**src/rtl/obstacle_if.sv**
```systemverilog
// Obstacle manager bus: game controls in, obstacle slot state out.
// master drives the controls, slave is the obstacle manager.
interface obstacle_if #(
    parameter int N_SLOTS = 4,
    parameter int X_W     = 10
);
    logic                     frame_tick;
    logic                     start;
    logic                     halt;
    logic [3:0]               speed;
    logic                     collision;
    logic [N_SLOTS*X_W-1:0]   obs_x;
    logic [N_SLOTS-1:0]       obs_type;
    logic [N_SLOTS-1:0]       obs_valid;
    logic                     game_over;
    logic                     running;
    logic [15:0]              score;

    modport master (
        output frame_tick, start, halt, speed, collision,
        input  obs_x, obs_type, obs_valid, game_over, running, score
    );

    modport slave (
        input  frame_tick, start, halt, speed, collision,
        output obs_x, obs_type, obs_valid, game_over, running, score
    );
endinterface

```
**src/rtl/obstacle_manager.sv**
```systemverilog
// Obstacle slot manager: scrolls, expires and spawns obstacles,
// tracks score and the IDLE/RUN/OVER game state.
module obstacle_manager #(
    parameter int          N_SLOTS   = 4,
    parameter int          X_W       = 10,
    parameter int          SCREEN_W  = 640,
    parameter int          MIN_GAP   = 160,
    parameter logic [15:0] LFSR_SEED = 16'hACE1
) (
    input logic       clk,
    input logic       rst_n,
    obstacle_if.slave bus
);
    typedef enum logic [1:0] {IDLE, RUN, OVER} state_t;

    localparam int             GW      = X_W + 1;
    localparam logic [X_W-1:0] SPAWN_X = X_W'(SCREEN_W - 1);

    state_t state_q, state_d;

    logic [N_SLOTS-1:0][X_W-1:0] x_q, x_d;
    logic [N_SLOTS-1:0]          t_q, t_d;
    logic [N_SLOTS-1:0]          v_q, v_d;
    logic [15:0]                 score_q, score_d;
    logic [GW-1:0]               gap_q, gap_d;
    logic [15:0]                 lfsr_q;
    logic                        run_q, over_q;

    logic          advance, restart, found;
    logic [3:0]    freed;
    logic [GW:0]   gap_sum;
    logic [GW-1:0] gap_sat;
    logic [16:0]   score_sum;
    logic [31:0]   thr;
    logic          lfsr_fb;

    assign advance = (state_q == RUN) && bus.frame_tick
                     && !bus.halt && !bus.collision;
    assign restart = (state_q != RUN) && bus.start;
    assign thr     = 32'(MIN_GAP) + {24'b0, lfsr_q[5:0], 2'b00};
    assign lfsr_fb = lfsr_q[15] ^ lfsr_q[13] ^ lfsr_q[12] ^ lfsr_q[10];

    // next game state: start is only honoured outside RUN
    always_comb begin
        state_d = state_q;
        unique case (state_q)
            IDLE:    if (bus.start) state_d = RUN;
            RUN:     if (bus.collision) state_d = OVER;
            OVER:    if (bus.start) state_d = RUN;
            default: state_d = IDLE;
        endcase
    end

    // slot motion, expiry scoring and single lowest-free-slot spawn
    always_comb begin
        x_d       = x_q;
        t_d       = t_q;
        v_d       = v_q;
        score_d   = score_q;
        gap_d     = gap_q;
        freed     = '0;
        found     = 1'b0;
        score_sum = '0;
        gap_sum   = {1'b0, gap_q} + (GW+1)'(bus.speed);
        gap_sat   = gap_sum[GW] ? '1 : gap_sum[GW-1:0];
        if (restart) begin
            x_d     = '0;
            t_d     = '0;
            v_d     = '0;
            score_d = '0;
            gap_d   = '0;
        end else if (advance) begin
            for (int i = 0; i < N_SLOTS; i++) begin
                if (v_q[i]) begin
                    if (x_q[i] >= X_W'(bus.speed)) begin
                        x_d[i] = x_q[i] - X_W'(bus.speed);
                    end else begin
                        x_d[i] = '0;
                        v_d[i] = 1'b0;
                        freed  = freed + 4'd1;
                    end
                end
            end
            score_sum = {1'b0, score_q} + {13'b0, freed};
            score_d   = score_sum[16] ? 16'hFFFF : score_sum[15:0];
            gap_d     = gap_sat;
            if (32'(gap_sat) >= thr) begin
                for (int i = 0; i < N_SLOTS; i++) begin
                    if (!found && !v_d[i]) begin
                        x_d[i] = SPAWN_X;
                        t_d[i] = lfsr_q[0];
                        v_d[i] = 1'b1;
                        found  = 1'b1;
                    end
                end
            end
            if (found) gap_d = '0;
        end
    end

    // game state register
    always_ff @(posedge clk or negedge rst_n) begin
        if (!rst_n) state_q <= IDLE;
        else        state_q <= state_d;
    end

    // datapath, free-running LFSR and registered status flags
    always_ff @(posedge clk or negedge rst_n) begin
        if (!rst_n) begin
            x_q     <= '0;
            t_q     <= '0;
            v_q     <= '0;
            score_q <= '0;
            gap_q   <= '0;
            lfsr_q  <= LFSR_SEED;
            run_q   <= 1'b0;
            over_q  <= 1'b0;
        end else begin
            x_q     <= x_d;
            t_q     <= t_d;
            v_q     <= v_d;
            score_q <= score_d;
            gap_q   <= gap_d;
            lfsr_q  <= {lfsr_q[14:0], lfsr_fb};
            run_q   <= (state_d == RUN);
            over_q  <= (state_d == OVER);
        end
    end

    assign bus.obs_x     = x_q;
    assign bus.obs_type  = t_q;
    assign bus.obs_valid = v_q;
    assign bus.score     = score_q;
    assign bus.running   = run_q;
    assign bus.game_over = over_q;
endmodule

```
**src/flat_wrapper.sv**
```systemverilog
// flat-port wrapper written by rule: the top's interface ports become plain ports
module obstacle_manager_flat 
#(
    parameter int          N_SLOTS   = 4,
    parameter int          X_W       = 10,
    parameter int          SCREEN_W  = 640,
    parameter int          MIN_GAP   = 160,
    parameter logic [15:0] LFSR_SEED = 16'hACE1
)
  (clk, rst_n, bus_frame_tick, bus_start, bus_halt, bus_speed, bus_collision, bus_obs_x, bus_obs_type, bus_obs_valid, bus_game_over, bus_running, bus_score);
  obstacle_if #(.N_SLOTS(N_SLOTS), .X_W(X_W)) bus_i ();
  input logic clk;
  input logic rst_n;
  input wire logic [$bits(bus_i.frame_tick)-1:0] bus_frame_tick;
  input wire logic [$bits(bus_i.start)-1:0] bus_start;
  input wire logic [$bits(bus_i.halt)-1:0] bus_halt;
  input wire logic [$bits(bus_i.speed)-1:0] bus_speed;
  input wire logic [$bits(bus_i.collision)-1:0] bus_collision;
  output wire logic [$bits(bus_i.obs_x)-1:0] bus_obs_x;
  output wire logic [$bits(bus_i.obs_type)-1:0] bus_obs_type;
  output wire logic [$bits(bus_i.obs_valid)-1:0] bus_obs_valid;
  output wire logic [$bits(bus_i.game_over)-1:0] bus_game_over;
  output wire logic [$bits(bus_i.running)-1:0] bus_running;
  output wire logic [$bits(bus_i.score)-1:0] bus_score;
  assign bus_i.frame_tick = bus_frame_tick;
  assign bus_i.start = bus_start;
  assign bus_i.halt = bus_halt;
  assign bus_i.speed = bus_speed;
  assign bus_i.collision = bus_collision;
  assign bus_obs_x = bus_i.obs_x;
  assign bus_obs_type = bus_i.obs_type;
  assign bus_obs_valid = bus_i.obs_valid;
  assign bus_game_over = bus_i.game_over;
  assign bus_running = bus_i.running;
  assign bus_score = bus_i.score;
  obstacle_manager #(.N_SLOTS(N_SLOTS), .X_W(X_W), .SCREEN_W(SCREEN_W), .MIN_GAP(MIN_GAP), .LFSR_SEED(LFSR_SEED)) u_core (.clk(clk), .rst_n(rst_n), .bus(bus_i));
endmodule
```
**config.mk**
```make
export PLATFORM = sky130hd
export DESIGN_NAME = obstacle_manager_flat
export DESIGN_NICKNAME = d
export VERILOG_FILES = /design/src/rtl/obstacle_if.sv /design/src/rtl/obstacle_manager.sv /design/src/flat_wrapper.sv
export SDC_FILE = /design/constraint.sdc
export NUM_CORES = 1
export LEC_CHECK = 0
export CAP_MARGIN = 20
export CORE_MARGIN = 5
export CORE_UTILIZATION = 55
export CTS_CLUSTER_SIZE = 24
export DETAILED_ROUTE_END_ITERATION = 12
export HOLD_SLACK_MARGIN = 0.08
export PLACE_DENSITY = 0.8
export SYNTH_ARGS = -nofsm -noshare
export SYNTH_HDL_FRONTEND = slang
export SYNTH_SLANG_ARGS = --single-unit
```
**constraint.sdc**
```tcl
create_clock -name clk -period 5.4 [get_ports clk]
set_input_delay 0.54 -clock clk [delete_from_list [all_inputs] [get_ports clk]]
set_output_delay 0.54 -clock clk [all_outputs]
set_load 0.01 [all_outputs]
```
## Word level (Yosys, flattened, before mapping)

Cells that the tools add are included.

| operators by class | value |
|---|---|
| $add $sub $neg | 10 |
| $lt $le $gt $ge | 5 |
| equal/unequal tests | 6 |
| muxes and demuxes | 86 |
| bitwise gates (word level) | 3 |
| reduce and logical (&&, ||, !) cells | 26 |

Operators with widths:

| kind | count |
|---|---|
| 2-to-1 mux 10 bit | 12 |
| 2-to-1 mux 40 bit | 3 |
| 2-to-1 mux 4 bit | 21 |
| 2-to-1 mux 16 bit | 3 |
| 2-to-1 mux 11 bit | 4 |
| greater-or-equal comparator 10 x 4 -> 1 bit | 4 |
| 2-to-1 mux 1 bit | 40 |
| subtractor 10 x 4 -> 10 bit | 4 |
| greater-or-equal comparator 11 x 32 -> 1 bit | 1 |
| adder 16 x 4 -> 17 bit | 1 |
| adder 11 x 4 -> 12 bit | 1 |
| adder 4 x 1 -> 4 bit (second input constant) | 3 |
| AND reduction 3 bit | 4 |
| nonzero test 2 bit | 5 |
| adder 8 x 8 -> 9 bit (first input constant) | 1 |
| zero test 1 bit | 8 |
| logical AND 1 bit | 7 |
| equality test 2 x 1 -> 1 bit (second input constant) | 2 |
| equality test 2 bit (second input constant) | 2 |
| 2-to-1 mux 2 bit | 2 |
| != test 2 x 1 -> 1 bit (second input constant) | 2 |
| case mux 2 bit (2 select lines) | 1 |
| XOR 1 bit | 3 |
| zero test 2 bit | 1 |
| OR reduction 2 bit | 1 |

| word-level totals | value |
|---|---|
| flip-flop bits (word level) | 95 |
| output and inout port bits | 66 |
| word-level logic and storage cells | 151 |

## Longest topological paths before layout

| depth | value |
|---|---|
| word-level depth | 31 |
| depth in mapped cells | 25 |
| mapped depth without buffers | 24 |

## Least setup slack after synthesis

No wires, ideal clock.

| timing path | value |
|---|---|
| path kind | input port to flip-flop |
| from | input bus_speed[1] |
| to | register u_core.score_q[9] (netlist: u_core.bus.score[9]) |
| setup time | 0.099 ns |
| arrival | 4.772 ns |
| path slack | 0.529 ns |
| cell stages on the path | 21 |
| path through | inv_1 -> fa_1 -> a21oi_1 -> nand2b_1 -> nand2_1 -> nor2_1 -> ha_1 -> nand2_1 -> o31ai_1 -> ha_1 -> mux2_2 -> ha_1 -> mux2_2 -> ha_1 -> a21o_1 -> a21oi_1 -> nor2b_1 -> o21ai_0 -> nor3b_1 -> and2_1 -> a311oi_1 |

| on the way | value |
|---|---|
| longest elaborated chain between the ends | 24 |
| elaborated cells between the ends (all ways) | 27 |
| those cells by class | add/sub (4); order compare (4); mux (19) |

RTL lines:

| element | line | RTL |
|---|---|---|
| start, declared | flat_wrapper.sv:17 | `input wire logic [$bits(bus_i.speed)-1:0] bus_speed;` |
| greater-or-equal comparator 10 x 4 -> 1 bit | obstacle_manager.sv:75 | `if (x_q[i] >= X_W'(bus.speed)) begin` |
| 2-to-1 mux 1 bit | obstacle_manager.sv:75 |  |
| 2-to-1 mux 4 bit | obstacle_manager.sv:74 | `if (v_q[i]) begin` |
| 2-to-1 mux 4 bit | obstacle_manager.sv:72 | `end else if (advance) begin` |
| 2-to-1 mux 4 bit | obstacle_manager.sv:66 | `if (restart) begin` |
| adder 4 x 1 -> 4 bit | obstacle_manager.sv:80 | `freed = freed + 4'd1;` |
| 2-to-1 mux 4 bit | obstacle_manager.sv:75 |  |
| 2-to-1 mux 4 bit | obstacle_manager.sv:74 |  |
| [... 8 more ...] | - |  |
| 2-to-1 mux 4 bit | obstacle_manager.sv:75 |  |
| 2-to-1 mux 4 bit * | obstacle_manager.sv:74 |  |
| 2-to-1 mux 4 bit * | obstacle_manager.sv:72 |  |
| 2-to-1 mux 4 bit * | obstacle_manager.sv:66 |  |
| adder 16 x 4 -> 17 bit * | obstacle_manager.sv:84 | `score_sum = {1'b0, score_q} + {13'b0, freed};` |
| 2-to-1 mux 16 bit * | obstacle_manager.sv:85 | `score_d = score_sum[16] ? 16'hFFFF : score_sum[15:0];` |
| 2-to-1 mux 16 bit * | obstacle_manager.sv:72 |  |
| 2-to-1 mux 16 bit * | obstacle_manager.sv:66 |  |
| end signal, assigned | obstacle_manager.sv:122 | `score_q <= score_d;` |
| end, declared | obstacle_manager.sv:24 | `logic [15:0] score_q, score_d;` |

Mark *: on every way between the ends. The rest lies on a longest branch, timed or not. The select of a mux whose other input is x is not followed.
A chain may end at the register's enable or synchronous reset.

## Worst setup path in the final report

| timing path | value |
|---|---|
| from | input bus_speed[0] |
| to | register u_core.score_q[10] (netlist: u_core.bus.score[10]) |

Same word-level chain as after synthesis.

==> key figures <==
Min path
  • Worst min path class: input pin to async pin

Synth
  • Cell count after synthesis: 611
  • Post-synthesis simple-gate area fraction: 19.6%
  • Post-synthesis xor/xnor area fraction: 3.62%
  • #FFs+latches synth: 95
  • Adder-cell area share of the yosys netlist: 9.61%
  • Main combinational cell family by area after synthesis: compound AO/OA/AOI/OAI gates
  • Netlist Area Pre-Place: 5800 µm²
  • Number of synthesized flops with an enable pin: 0
  • Post-synth ARST share: 100%
  • YS warnings: 0
  • Distinct cells, synth: 76
  • Top_reg_cell synth: dfrtp_1
  • Syn_area_per_cell: 9.50 µm²
  • Post-synthesis mux area share: 0.948%
  • Part of the Yosys area used for sequential elements: 41.1%
  • Compound-gate portion of the synthesized area: 21.6%
  • Post-Syn Nets: 662

Cells and area
  • Antenna Cells: 0
  • Area occupied by multi-input gates: 3220 µm²
  • Fillers: 806
  • Area growth, synth to finish: 20.3%
  • Net count, final: 747
  • Layout cells sized above 1: 9.27%
  • Commonest non-fill, non-tap cells in the layout: 87 x dfrtp_1, 74 x clkdlybuf4s50_1, 65 x nand2_1, 40 x o21ai_0, 38 x nor2_1
  • Most common cell after layout, fill and taps aside: dfrtp_1
  • FF+latch area: 2390 µm²

Timing
  • Max-slew violations: 0
  • Worst-Margin Slew: 908 ps
  • Final setup vio count: 0
  • Slew headroom: 39.4%
  • Setup TNS: 0 ps
  • Post-route setup slack: 283 ps
  • Period utilization: 94.8%
  • Worst Clk Skew: 15.1 ps
  • Tmin final: 5120 ps
  • Max Fclk: 195 MHz
  • Number of hold violations in the final report: 0

Clock tree
  • Worst-path clk slew: 100 ps
  • Clock Sinks: 95
  • H-tree Lvls: 3
  • CTS tree: done
  • CTS max path bufs: 2
  • CTS root buffer: clkbuf_8
  • Total CTS buffers: 9
  • Worst-skew pair later-pin latency: 380 ps
  • Post-CTS setup buffer count: 0

Setup path
  • Critical path endpoint category: flop
  • Largest fanout on the critical path: 8
  • Arrival time worst endpoint: 5330 ps
  • Critical Path RT: 5610 ps
  • Worst Setup Start Kind: input pin
  • R2R depth: 23
  • Crit path kind: input pin to flop

Placed design
  • Final HPWL DP: 10900 µm
  • Port buffer count: 75
  • Dpl ws: -195 ps
  • Final GP Congestion: 0.885

Detailed routing
  • Vias: 5050
  • ANT nets after route: 0
  • Via density: 6.03
  • Drt pass-1 iters: 5
  • Drt wl/cell: 17.8 µm
  • # DRC: 0
  • Total Wirelength: 14900 µm
  • Iter 0 DRT Violations: 364

Run
  • Max Cap Viol: 0

Power
  • P_int: 1060 µW
  • Part of the total power dissipated in the clock network: 37.0%
  • Combinational power share: 12.1%
  • Net Sw Frac: 26.4%
  • Net switching power: 380 µW
  • Static Leak: 0.00316 µW
  • VDD IR-drop max: 0.169 mV
  • PwrDens: 206 nW/µm²
  • Sequential power share: 50.9%

GRT
  • Gr ovfl total: 0
  • Largest net degree at the start of global routing: 54
  • GRT Resource Usage Total: 24.3%
  • Number of global-route vias before repair: 5034
  • First-pass GRT wire length: 25100 µm
  • Initial antenna violation count: 0

Die
  • Ports: 76
  • Initial Util: 56.2%
  • DIE HEIGHT: 113 µm
  • Die Area: 12700 µm²
  • # rows: 37
  • DIE WIDTH: 113 µm
  • Core Region: 10300 µm²

Status
  • Status: complete, no violations
[cells in the mapped netlist (all sizes together) (5+ instances only)]
| library cell | number | share of area, % |
|---|---|---|
| a21o | 8 | 1.0 |
| o21ai | 48 | 4.3 |
| inv | 35 | 2.3 |
| o31ai | 6 | 0.78 |
| nor2b | 12 | 1.3 |
| nand2 | 66 | 4.3 |
| nand4 | 10 | 1.4 |
| ha | 35 | 7.5 |
| a22o | 12 | 1.8 |
| clkbuf | 7 | 0.45 |
| dfstp | 8 | 3.6 |
| buf | 8 | 0.84 |
| nor4 | 7 | 0.97 |
| fa | 6 | 2.1 |
| dfrtp | 87 | 38 |
| o211ai | 8 | 1.0 |
| or3 | 7 | 0.75 |
| o311ai | 8 | 1.2 |
| nand3 | 21 | 2.0 |
| a21boi | 6 | 0.78 |
| a31oi | 6 | 0.65 |
| and3 | 5 | 0.54 |
| and2 | 9 | 0.97 |
| nand2b | 10 | 1.1 |
| nor2 | 38 | 2.5 |
| xnor2 | 8 | 1.2 |
| xor2 | 16 | 2.4 |
| a22oi | 7 | 0.91 |
| a311oi | 5 | 0.75 |
| a21oi | 39 | 3.6 |
| nor3 | 16 | 1.6 |
[worst paths after layout]
kind / slack [ps] / from / to
max: 280 / bus_speed[0] / u_core.bus.score[10]$_DFFE_PN0P_
min: 140 / rst_n / u_core.bus.obs_x[30]$_DFFE_PN0P_
max reg2reg: 540 / u_core.bus.obs_x[0]$_DFFE_PN0P_ / u_core.bus.score[10]$_DFFE_PN0P_
min reg2reg: 360 / u_core.lfsr_q[6]$_DFF_PN1_ / u_core.lfsr_q[7]$_DFF_PN1_
max in group asynchronous: 4160 / rst_n / u_core.bus.obs_x[6]$_DFFE_PN0P_
min in group clk: 360 / u_core.lfsr_q[6]$_DFF_PN1_ / u_core.lfsr_q[7]$_DFF_PN1_
[state kept, by name (all words and copies together) (netlist names)]
register              count
u_core.bus.game_over      1
u_core.bus.obs_type       4
u_core.bus.obs_valid      4
u_core.bus.obs_x         40
u_core.bus.running        1
u_core.bus.score         16
u_core.gap_q             11
u_core.lfsr_q            16
u_core.state_q            2
[logic make-up after synthesis]
family,Yosys count
and+or+nand+nor,217
adders and majority gates,41
buffers and inverters,50
DFF,95
AOI/OAI and AO/OA,179
muxes,5
xor gates and xnor gates,24
[routing by layer]
layer  GRT usage [%]  wire (µm)
met2            40.4       7300
met3            5.99        931
met1            32.0       6440
met4            5.85        206
met5               0          0
[area by class of cell]
type                    count  share of cell area [%]
repair buffers             89                    12.2
well taps                 136                    2.44
inverters                  35                    1.88
clock buffers              11                    2.02
flip-flops and latches     95                    34.2
multi-input cells         466                    46.1
clock inverters             5                    1.16
[power groups by stage]
stage	Clock [µW]	Sequential [µW]	Combinational, µW
floorplan	0	746	99.1
global placement	0	744	167
detailed placement	0	745	173
global route	575	733	194
CTS	543	731	174
finish	531	731	174
[critical path, stage by stage]
cell and delay (ps):
clkdlybuf4s50_1 540, ha_1 200, inv_1 60, fa_1 390, a21oi_1 180, nand2b_1 150
nand2_1 90, nor2_1 170, ha_1 250, nand2_1 60, o31ai_1 90, ha_1 300
mux2_2 290, ha_1 270, mux2_2 150, inv_1 60, fa_1 430, nor2b_1 110
o21ai_0 110, a21oi_1 200, and2_1 310, and2_1 270, a311oi_1 120
[stage by stage]
step                      cells  power, µW  instance area, µm²  hold slack, ps  utilization [%]
final                       837       1440                6980             140             67.7
after global routing        837       1500                6980             158             67.7
after CTS                   837       1450                6980             141             67.6
after detailed placement    821        918                6750             343             65.4
after global placement      821        912                6750             339             65.4
after floorplan             611        845                5800             244                -
[repair_timing]
action / CTS / global route
resized for setup: 0 / 3
hold buffers: 0 / 0
setup endpoints to repair: 0 / 6
(Power assumes the default switching activity.)
==> RTL edit, RTL diff (same settings) <==
`X_W` is set to 10 in 3 places; all go to 5.
--- a/src/rtl/obstacle_if.sv
+++ b/src/rtl/obstacle_if.sv
@@ -3,5 +3,5 @@
 interface obstacle_if #(
     parameter int N_SLOTS = 4,
-    parameter int X_W     = 10
+    parameter int X_W     = 5
 );
     logic                     frame_tick;
--- a/src/rtl/obstacle_manager.sv
+++ b/src/rtl/obstacle_manager.sv
@@ -3,5 +3,5 @@
 module obstacle_manager #(
     parameter int          N_SLOTS   = 4,
-    parameter int          X_W       = 10,
+    parameter int          X_W       = 5,
     parameter int          SCREEN_W  = 640,
     parameter int          MIN_GAP   = 160,
--- a/src/flat_wrapper.sv
+++ b/src/flat_wrapper.sv
@@ -3,5 +3,5 @@
 #(
     parameter int          N_SLOTS   = 4,
-    parameter int          X_W       = 10,
+    parameter int          X_W       = 5,
     parameter int          SCREEN_W  = 640,
     parameter int          MIN_GAP   = 160,
Ports: changed (resized bus_obs_x); port bits go from 76 to 56. No check against the original RTL was run, so the function may have changed too.
==> RTL edit against the original RTL <==
Combinational power rose by 24%; critical path depth fell by 3; synthesized area fell by 26%; design area fell by 26%; worst setup slack improved by 92 ps; sequential power fell by 23%; clock power fell by 20%; clock skew fell by 2.0 ps; cell count fell by 27%; power fell by 16%; sequential cell count fell by 25; wire length fell by 27%; register-to-register slack improved by 250 ps; critical path type unchanged; critical endpoint is now u_core.bus.score[12]; largest power group unchanged.
==> RTL edit: results (changes against the original RTL) <==
.. list-table::
   :header-rows: 1

   * - Metric
     - Value
   * - Result of the run
     - completed (unchanged)
   * - Top cells by area in the synthesized netlist
     - sky130_fd_sc_hd__dfrtp_1 (36%), sky130_fd_sc_hd__ha_1 (9.3%), sky130_fd_sc_hd__dfstp_2 (4.9%) (was sky130_fd_sc_hd__dfrtp_1 (38%), sky130_fd_sc_hd__ha_1 (7.5%), sky130_fd_sc_hd__nand2_1 (4.2%))
   * - Hold Worst Slack
     - 355 ps (was 140 ps)
   * - Area of placed instances
     - 4990 µm² (was 6750 µm²)
   * - Detailed Place HPWL
     - 8130 µm (was 10900 µm)
   * - Vias in the first global route
     - 3682 (was 5034)
   * - Worst-Margin Slew
     - 877 ps (was 908 ps)
   * - Fraction of final layout cells sized beyond drive strength 1
     - 12.6% (was 9.27%)
   * - Endpoint of the worst-slack reg-to-reg timing path
     - u_core.bus.score[12] (was u_core.bus.score[10])
   * - Port Buffer Count
     - 55 (was 75)
   * - Detailed Route WL
     - 10800 µm (was 14900 µm)
   * - Setup skew after layout
     - 13.1 ps (was 15.1 ps)
   * - Post-layout nets
     - 549 (was 747)
   * - Fillers
     - 636 (was 806)
   * - Commonest cells post-synth
     - sky130_fd_sc_hd__dfrtp_1 (62), sky130_fd_sc_hd__nand2_1 (45), sky130_fd_sc_hd__ha_1 (32) (was sky130_fd_sc_hd__dfrtp_1 (87), sky130_fd_sc_hd__nand2_1 (65), sky130_fd_sc_hd__o21ai_0 (41))
   * - Largest register FFs
     - 20 (was 40)
   * - Biggest cell delay along the critical path
     - 480 ps (was 540 ps)
   * - Total routing usage reported by global routing
     - 22.6% (was 24.3%)
   * - Via/cell ratio
     - 6.09 (was 6.03)
   * - Global placement routability congestion
     - 0.953 (was 0.885)
   * - Share of synthesized area occupied by flip-flops and latches
     - 40.9% (was 41.1%)
   * - Leakage power
     - 0.00234 µW (was 0.00316 µW)
   * - Register-to-register setup slack
     - 790 ps (was 540 ps)
   * - Multiplexer fraction of the synthesized cell area
     - 2.00% (was 0.948%)
   * - Clk_lat worst skew
     - 340 ps (was 380 ps)
   * - Distinct cell type count of the synthesized netlist
     - 69 (was 76)
   * - Length in cells of the worst reg-to-reg path
     - 18 (was 23)
   * - Min-Delay Path Class
     - flop to flop (was primary input to asynchronous set/reset pin)
   * - Xor-xnor portion of the synthesized cell area
     - 2.81% (was 3.62%)
RTL edit: cell type report:
type                            count  area, µm²  area share (%)
Timing Repair Buffer               62        598            11.5
Multi-Input combinational cell    332       2410            46.4
Clock inverter                      7       72.6            1.40
Sequential cell                    70       1760            33.9
Tap cell                          102        128            2.46
Clock buffer                        9        124            2.39
Inverter                           26       97.6            1.88
RTL edit: through the flow:
step                total power, µW  cells  setup slack, ps  utilization (%)
detailed placement              787    592             52.3             65.0
global placement                779    592              250             65.0
finish                         1200    608              375             67.5
floorplan                       700    437              732                -
CTS                            1210    608              417             67.5
global route                   1260    608              143             67.5
RTL edit: per-layer routing:
metal / global-route usage (%) / wire, µm / vias to the layer above
met5: 0 / 0 / -
met4: 6.51 / 183 / 0
met3: 5.38 / 747 / 22
met2: 37.3 / 5410 / 120
met1: 29.8 / 4460 / 1840
li1: - / - / 1721
RTL edit: worst register-to-register path: cells and delay by family, from the launching register on:
family / cells / cell delay, ps
mux: 3 / 740
buf+inv: 1 / 50
flops: 1 / 410
simple gates: 4 / 750
compound gates: 5 / 880
fa+ha+maj: 5 / 1660
RTL edit: power breakdown:
part / leakage [µW] / internal [µW] / switching [µW]
Sequential: 0.000939 / 543 / 22.8
Clock: 0.0000956 / 214 / 209
Combinational: 0.00131 / 89.2 / 125
Total: 0.00234 / 846 / 357
RTL edit: kinds of logic (layout without fill, tap and decap cells):
logic type,after synthesis,count (layout)
and+or+nand+nor,147,147
AOI/OAI and AO/OA,126,126
DFF,70,70
adders and majority gates,38,38
buffers and inverters,35,104
xor gates and xnor gates,13,13
muxes,8,8
RTL edit: worst max path at each step:
stage | start | to | slack, ps | depth (start not counted)
6_report | bus_speed[2] | u_core.bus.score[12] | 370 | 20
5_1_grt | bus_speed[2] | u_core.bus.score[6] | 140 | 19
4_1_cts | bus_speed[2] | u_core.bus.score[12] | 420 | 20
3_5_place_dp | bus_speed[2] | u_core.bus.score[12] | 50 | 20
3_3_place_gp | bus_speed[2] | u_core.bus.score[9] | 250 | 19
2_1_floorplan | bus_speed[1] | u_core.bus.score[9] | 730 | 18
